--- config.mk ---
export PLATFORM = sky130hd
export DESIGN_NAME = backend_cmd_arbiter
export DESIGN_NICKNAME = d
export VERILOG_FILES = /design/src/rtl/backend_cmd_arbiter.sv
export SDC_FILE = /design/constraint.sdc
export NUM_CORES = 1
export LEC_CHECK = 0
export BUFFER_PORTS_ARGS = -buffer_cell sky130_fd_sc_hd__buf_2
export CAP_MARGIN = 20
export CORE_AREA = 4 4 118 120
export CTS_BUF_LIST = sky130_fd_sc_hd__clkbuf_8
export CTS_CLUSTER_SIZE = 28
export DETAILED_ROUTE_END_ITERATION = 8
export DIE_AREA = 0 0 122 124
export HOLD_SLACK_MARGIN = 0.08
export PLACE_DENSITY = 0.68
export SYNTH_ARGS = -nofsm -noshare
export SYNTH_HDL_FRONTEND = slang
export SYNTH_SLANG_ARGS = --single-unit
--- constraint.sdc ---
create_clock -name Clock -period 3.3 [get_ports Clock]
set_input_delay 0.66 -clock Clock [delete_from_list [all_inputs] [get_ports Clock]]
set_output_delay 0.66 -clock Clock [all_outputs]
set_load 0.005 [all_outputs]
--- src/rtl/backend_cmd_arbiter.sv ---
// backend_cmd_arbiter
//   Shares the single backend command port between two requesters:
//     A = frontend ORAM command queue, B = background requester (evictions,
//     maintenance). One command is granted at a time. The winner's fields are
//     registered and held stable until the backend reports CommandDone. The
//     done pulse is then routed back to the requester that owned the command.
//     A starvation counter bounds how long B can wait behind A.
//
// Ports
//   Clock, Reset          clock; synchronous active-high reset
//   A_* / B_*             requester command, address, leaves, valid (inputs);
//                         ready (accept, combinational), done (1-cycle pulse)
//   B_Pause               while high, B is never granted (A unaffected)
//   Command, PAddr,
//   CurrentLeaf,
//   RemappedLeaf          registered command fields to the backend
//   CommandRequest        high while a command is held for the backend
//   CommandDone           backend completion pulse
//   Owner                 0 = A, 1 = B owns the current command
module backend_cmd_arbiter #(
    parameter int BECMDWidth  = 2,
    parameter int ORAMU       = 32,
    parameter int ORAML       = 32,
    parameter int StarveLimit = 4
) (
    input  logic                  Clock,
    input  logic                  Reset,

    input  logic [BECMDWidth-1:0] A_Command,
    input  logic [ORAMU-1:0]      A_PAddr,
    input  logic [ORAML-1:0]      A_CurrentLeaf,
    input  logic [ORAML-1:0]      A_RemappedLeaf,
    input  logic                  A_Valid,
    output logic                  A_Ready,
    output logic                  A_Done,

    input  logic [BECMDWidth-1:0] B_Command,
    input  logic [ORAMU-1:0]      B_PAddr,
    input  logic [ORAML-1:0]      B_CurrentLeaf,
    input  logic [ORAML-1:0]      B_RemappedLeaf,
    input  logic                  B_Valid,
    output logic                  B_Ready,
    output logic                  B_Done,
    input  logic                  B_Pause,

    output logic [BECMDWidth-1:0] Command,
    output logic [ORAMU-1:0]      PAddr,
    output logic [ORAML-1:0]      CurrentLeaf,
    output logic [ORAML-1:0]      RemappedLeaf,
    output logic                  CommandRequest,
    input  logic                  CommandDone,
    output logic                  Owner
);

    localparam logic [7:0] STARVE_MAX = 8'(StarveLimit);

    typedef enum logic {
        ST_Idle = 1'b0,
        ST_Busy = 1'b1
    } state_t;

    state_t                  r_state;
    state_t                  w_state_next;
    logic                    r_owner;
    logic [BECMDWidth-1:0]   r_command;
    logic [ORAMU-1:0]        r_paddr;
    logic [ORAML-1:0]        r_cur_leaf;
    logic [ORAML-1:0]        r_rem_leaf;
    logic [7:0]              r_starve_cnt;

    logic                    w_grant_a;
    logic                    w_grant_b;
    logic                    w_a_done;
    logic                    w_b_done;
    logic                    w_b_waiting;

    // B only counts as waiting when it is actually eligible for a grant.
    assign w_b_waiting = B_Valid & ~B_Pause;

    // Next-state / grant / done decode. Everything is gated by Reset so that a
    // reset cycle never produces a Ready or a Done pulse.
    always_comb begin
        w_state_next = r_state;
        w_grant_a    = 1'b0;
        w_grant_b    = 1'b0;
        w_a_done     = 1'b0;
        w_b_done     = 1'b0;
        case (r_state)
            ST_Idle: begin
                if (!Reset) begin
                    w_grant_b = w_b_waiting &
                                (~A_Valid | (r_starve_cnt == STARVE_MAX));
                    w_grant_a = A_Valid & ~w_grant_b;
                    if (w_grant_a || w_grant_b) begin
                        w_state_next = ST_Busy;
                    end
                end
            end
            ST_Busy: begin
                // No new grant can happen in the Done cycle; the earliest
                // next grant is the following cycle, leaving a request gap.
                if (!Reset && CommandDone) begin
                    w_a_done     = ~r_owner;
                    w_b_done     = r_owner;
                    w_state_next = ST_Idle;
                end
            end
            default: w_state_next = ST_Idle;
        endcase
    end

    always_ff @(posedge Clock) begin
        if (Reset) begin
            r_state      <= ST_Idle;
            r_owner      <= 1'b0;
            r_command    <= '0;
            r_paddr      <= '0;
            r_cur_leaf   <= '0;
            r_rem_leaf   <= '0;
            r_starve_cnt <= 8'd0;
        end else begin
            r_state <= w_state_next;
            if (w_grant_a) begin
                r_owner    <= 1'b0;
                r_command  <= A_Command;
                r_paddr    <= A_PAddr;
                r_cur_leaf <= A_CurrentLeaf;
                r_rem_leaf <= A_RemappedLeaf;
            end else if (w_grant_b) begin
                r_owner    <= 1'b1;
                r_command  <= B_Command;
                r_paddr    <= B_PAddr;
                r_cur_leaf <= B_CurrentLeaf;
                r_rem_leaf <= B_RemappedLeaf;
            end
            // Count A grants that B was eligible to compete for; saturate.
            if (w_grant_b) begin
                r_starve_cnt <= 8'd0;
            end else if (w_grant_a && w_b_waiting && (r_starve_cnt != STARVE_MAX)) begin
                r_starve_cnt <= r_starve_cnt + 8'd1;
            end
        end
    end

    assign A_Ready        = w_grant_a;
    assign B_Ready        = w_grant_b;
    assign A_Done         = w_a_done;
    assign B_Done         = w_b_done;
    assign CommandRequest = (r_state == ST_Busy);
    assign Owner          = r_owner;
    assign Command        = r_command;
    assign PAddr          = r_paddr;
    assign CurrentLeaf    = r_cur_leaf;
    assign RemappedLeaf   = r_rem_leaf;

endmodule

-- Word level (Yosys, flattened, before mapping)
Cells that the tools add are included.
- word-level logic and storage cells: 46
- flip-flop bits (word level): 108
- input bits: 202
- add/subtract/negate cells: 1
- equal/unequal tests: 2
- multiplexer cells: 19
- bitwise operators: 9
- reductions and logical operators: 8
- operator list (cell ; number):
    $mux 32 ; 6
    $mux 1 ; 10
    $add 8x1->8 const B ; 1
    $eq 8x3->1 const B ; 1
    $ne 8x3->1 const B ; 1
    $not 1->1 ; 5
    $mux 2 ; 2
    $reduce_or 2->1 ; 2
    $and 1x1->1 ; 3
    $logic_and 1x1->1 ; 3
    $pmux 1 s2 ; 1
    $reduce_bool 2->1 ; 1
    $logic_not 1->1 ; 1
    $logic_or 1x1->1 ; 1
    $or 1x1->1 ; 1

-- Longest topological paths before layout
- depth after elaboration: 9
- gate-level depth with buffers: 9

-- Least setup slack after synthesis
No wires, ideal clock.
- path type: in2out
- start: in B_Pause
- end: out B_Ready
- setup slack: 1.127 ns
- data required time: 2.640 ns
- arrival: 1.513 ns
- stages on the path: 5
- cell sequence: nand2b_1 > nor3_1 > nand2_1 > buf_2 > inv_2
- word-level cells in the longest chain between the ends: 5
- RTL lines (what ; RTL line ; RTL):
    from (decl) ; 44 ; input logic B_Pause,
    $not 1->1 ; 78 ; assign w_b_waiting = B_Valid & ~B_Pause;
    $and 1x1->1 ; 78 ;
    $and 1x1->1 ; 91 ; w_grant_b = w_b_waiting &
    $mux 1 ; 90 ; if (!Reset) begin
    $mux 1 ; 88 ; case (r_state)
    to (decl) ; 42 ; output logic B_Ready,
No other way between the ends.

-- Worst setup path after layout
- start: reg r_starve_cnt[0]
- end: out B_Ready
- word-level cells in the longest chain between the ends: 5
- RTL lines (what ; RTL line ; RTL):
    from (decl) ; 69 ; logic [7:0] r_starve_cnt;
    from (signal assigned) ; 140 ; r_starve_cnt <= r_starve_cnt + 8'd1;
    $eq 8x3->1 ; 92 ; (~A_Valid | (r_starve_cnt == STARVE_MAX));
    $or 1x1->1 ; 92 ;
    $and 1x1->1 ; 91 ;
    $mux 1 ; 90 ;
    $mux 1 ; 88 ;
No other way between the ends.

==> metrics <==
Power Density 431 nW/um2; fin util 0.503; top area cells in the synthesized netlist dfxtp_1 46%, o221a_2 23%, a21oi_1 11%, inv_1 8.0%, clkbuf_1 2.9%; Skew-Pair Late Insertion Delay 0.37 ns; main flop type after synthesis dfxtp_1; per-cell routed wire length 16.0 um; register area share after synthesis 0.463; Core ar. 13,000 um2; Clock H-tree levels 3; Rel. slew slack 0.375; post-synthesis register bit count 108; 1st-iter DRT viols 322; fraction of layout instances using a drive strength above 1 0.543; post-synth net total 709; drt pass-1 iters 4; vias per cell 4.98; Yosys warnings 0; Filler cells 1,275; Die H 124 um; adder-cell share of the synthesized area 0.00535; TNS Setup 0 ns; R2R setup slack 1.27 ns; WP data required 2.64 ns; chip width 122 um; CTS tree yes; Post-CTS Setup Inserts 0; placed cell areas 6350 um2; min cycle time layout 2.47 ns; vias in the first global route 4,499; count leader, synth dfxtp_1; Worst VDD drop 0.000224 V; gpl congestion 0.777; DRT Wirelength 15,400 um; Fin. Hold Viols 0; hold path cells 2; area delta synth->final 39.7%; maximum clock rate 406 MHz; Antenna diodes 0; Place WS 0.748 ns; Top Ports 306; area of the mapped netlist 4670 um2; post-synthesis compound-gate area fraction 0.358; DR DRC count 0; dpl hpwl 11,100 um; GRT Total Usage 0.187; post-synthesis cell count 505; final setup fails 0; Hold Buf Count CTS 0; multiplexer share of the synthesized area 0; port bufs 305; clk slew on worst S/H paths 0.10 ns; final setup margin 0.834 ns; initial antenna violation count 0; crit end category primary output; fin nets 987; largest family of logic cells by synthesized area compound AO/OA/AOI/OAI gates; CTS resizes 0; crit-path max FO 5; clock buffer depth 2; Synth cell types 36; fin area 6530 um2; Slew @ Worst Pin 0.934 ns; HP Start Owner$_SDFFE_PP0P_; largest net degree at the start of global routing 99; Max Clock Skew 0.00924 ns; Async SR Flop Fraction 0; FF-to-FF End PAddr[13]$_SDFFE_PP0P_; CP Launch Point r_starve_cnt[0]$_SDFFE_PP0P_; Syn Area/Cell 9.26 um2; Max Cap Viol 0; CP arrival 1.81 ns; first-pass GRT wire length 22,700 um; Die ar. 15,100 um2; row count 42; CTS Root Cell clkbuf_8; via count 4,797; depth of the most critical reg-to-reg path 7; Min-Delay Path Class flop to flop; fin crit share 0.747; Post-synth EDFFs 0; Startpoint Class flop; total gr overflow 0; initial cell density of the core 0.360; Leak Pwr 3.09 nW; Critical Setup Path Class flop to primary output; Synth top area share 0.463; total CTS buffers 9; Reg-to-Reg Start r_starve_cnt[0]$_SDFFE_PP0P_; xor/xnor share of the synthesized area 0.00749; RSZ-0062 raised after global routing false; leading area contributor after synthesis dfxtp_1; clk sinks 108; Synth top cells by count 108 x dfxtp_1, 101 x a21oi_1, 100 x inv_1; status finished clean; antenna viol nets, final 0; Worst Hold Path EP Owner$_SDFFE_PP0P_; Synth Area in Simple Gates 0.0482; Slew Viols, Final 0
-- layout make-up --
cell class | count | area (um2) | area share
flip-flops and latches | 108 | 2160 | 0.331
multi-input cells | 252 | 1990 | 0.304
inverters | 101 | 379 | 0.0580
clock buffers | 9 | 124 | 0.0190
repair buffers | 311 | 1600 | 0.245
clock inverters | 7 | 60.1 | 0.00920
well taps | 176 | 220 | 0.0337
-- power by group --
group,switching (mW),internal [mW]
clock network,0.448,0.343
logic,0.270,0.295
registers,0.0528,1.40
total,0.771,2.04
-- stage by stage --
stage | hold WS [ns] | cells | total power [mW]
global placement | 0.490 | 948 | 2.05
finish | 0.505 | 964 | 2.81
global route | 0.518 | 964 | 2.97
CTS | 0.486 | 964 | 2.85
detailed placement | 0.496 | 948 | 2.05
floorplan | 0.469 | 505 | 1.76
-- kinds of logic after synthesis --
logic type               Yosys count
adder cells (fa/ha/maj)            2
flip-flops                       108
AND/OR/NAND/NOR                   38
XOR/XNOR                           4
AO/OA/AOI/OAI                    208
buffers and inverters            145
-- cells in the final DEF, fill, tap and decap left out, drive strengths merged, types with 2 or more instances in the layout --
cell    netlist  routed
a21oi       101     101
a31oi         3       3
buf           8     311
clkbuf       36       9
clkinv        0       3
dfxtp       108     108
ha            2       2
inv         101     103
nand2         9       9
nand2b        2       2
nand3         5       5
nor3          8       8
o21ai         2       2
o221a        98      98
or4           2       2
xnor2         4       4
-- critical path, cell delays in order, from the launching register on --
cell and delay, ns:
dfxtp_1 0.39, inv_1 0.09, ha_1 0.19, and4bb_1 0.24
a21bo_2 0.25, nand2_4 0.09, inv_2 0.07, buf_2 0.13
-- metal layers --
metal / track usage / share of wire / vias up
met5: 0 / 0 / -
met4: 0.0791 / 0.020 / 0
met3: 0.0454 / 0.093 / 20
met2: 0.302 / 0.47 / 220
met1: 0.240 / 0.42 / 2178
li1: - / - / 2379
-- sequential cells by signal, summed over array words and instances (netlist names) --
name / flops
Command: 2
r_starve_cnt: 8
Owner: 1
CurrentLeaf: 32
RemappedLeaf: 32
CommandRequest: 1
PAddr: 32
-- worst max path at each step --
stage,end,slack [ns],cells after the start
floorplan,B_Ready,1.13,5
global placement,r_starve_cnt[4]$_SDFFE_PP0P_,0.78,4
detailed placement,r_starve_cnt[3]$_SDFFE_PP0P_,0.75,4
CTS,B_Ready,0.81,7
global route,B_Ready,0.73,5
finish,B_Ready,0.83,7
Power figures use the tool's default switching activity.
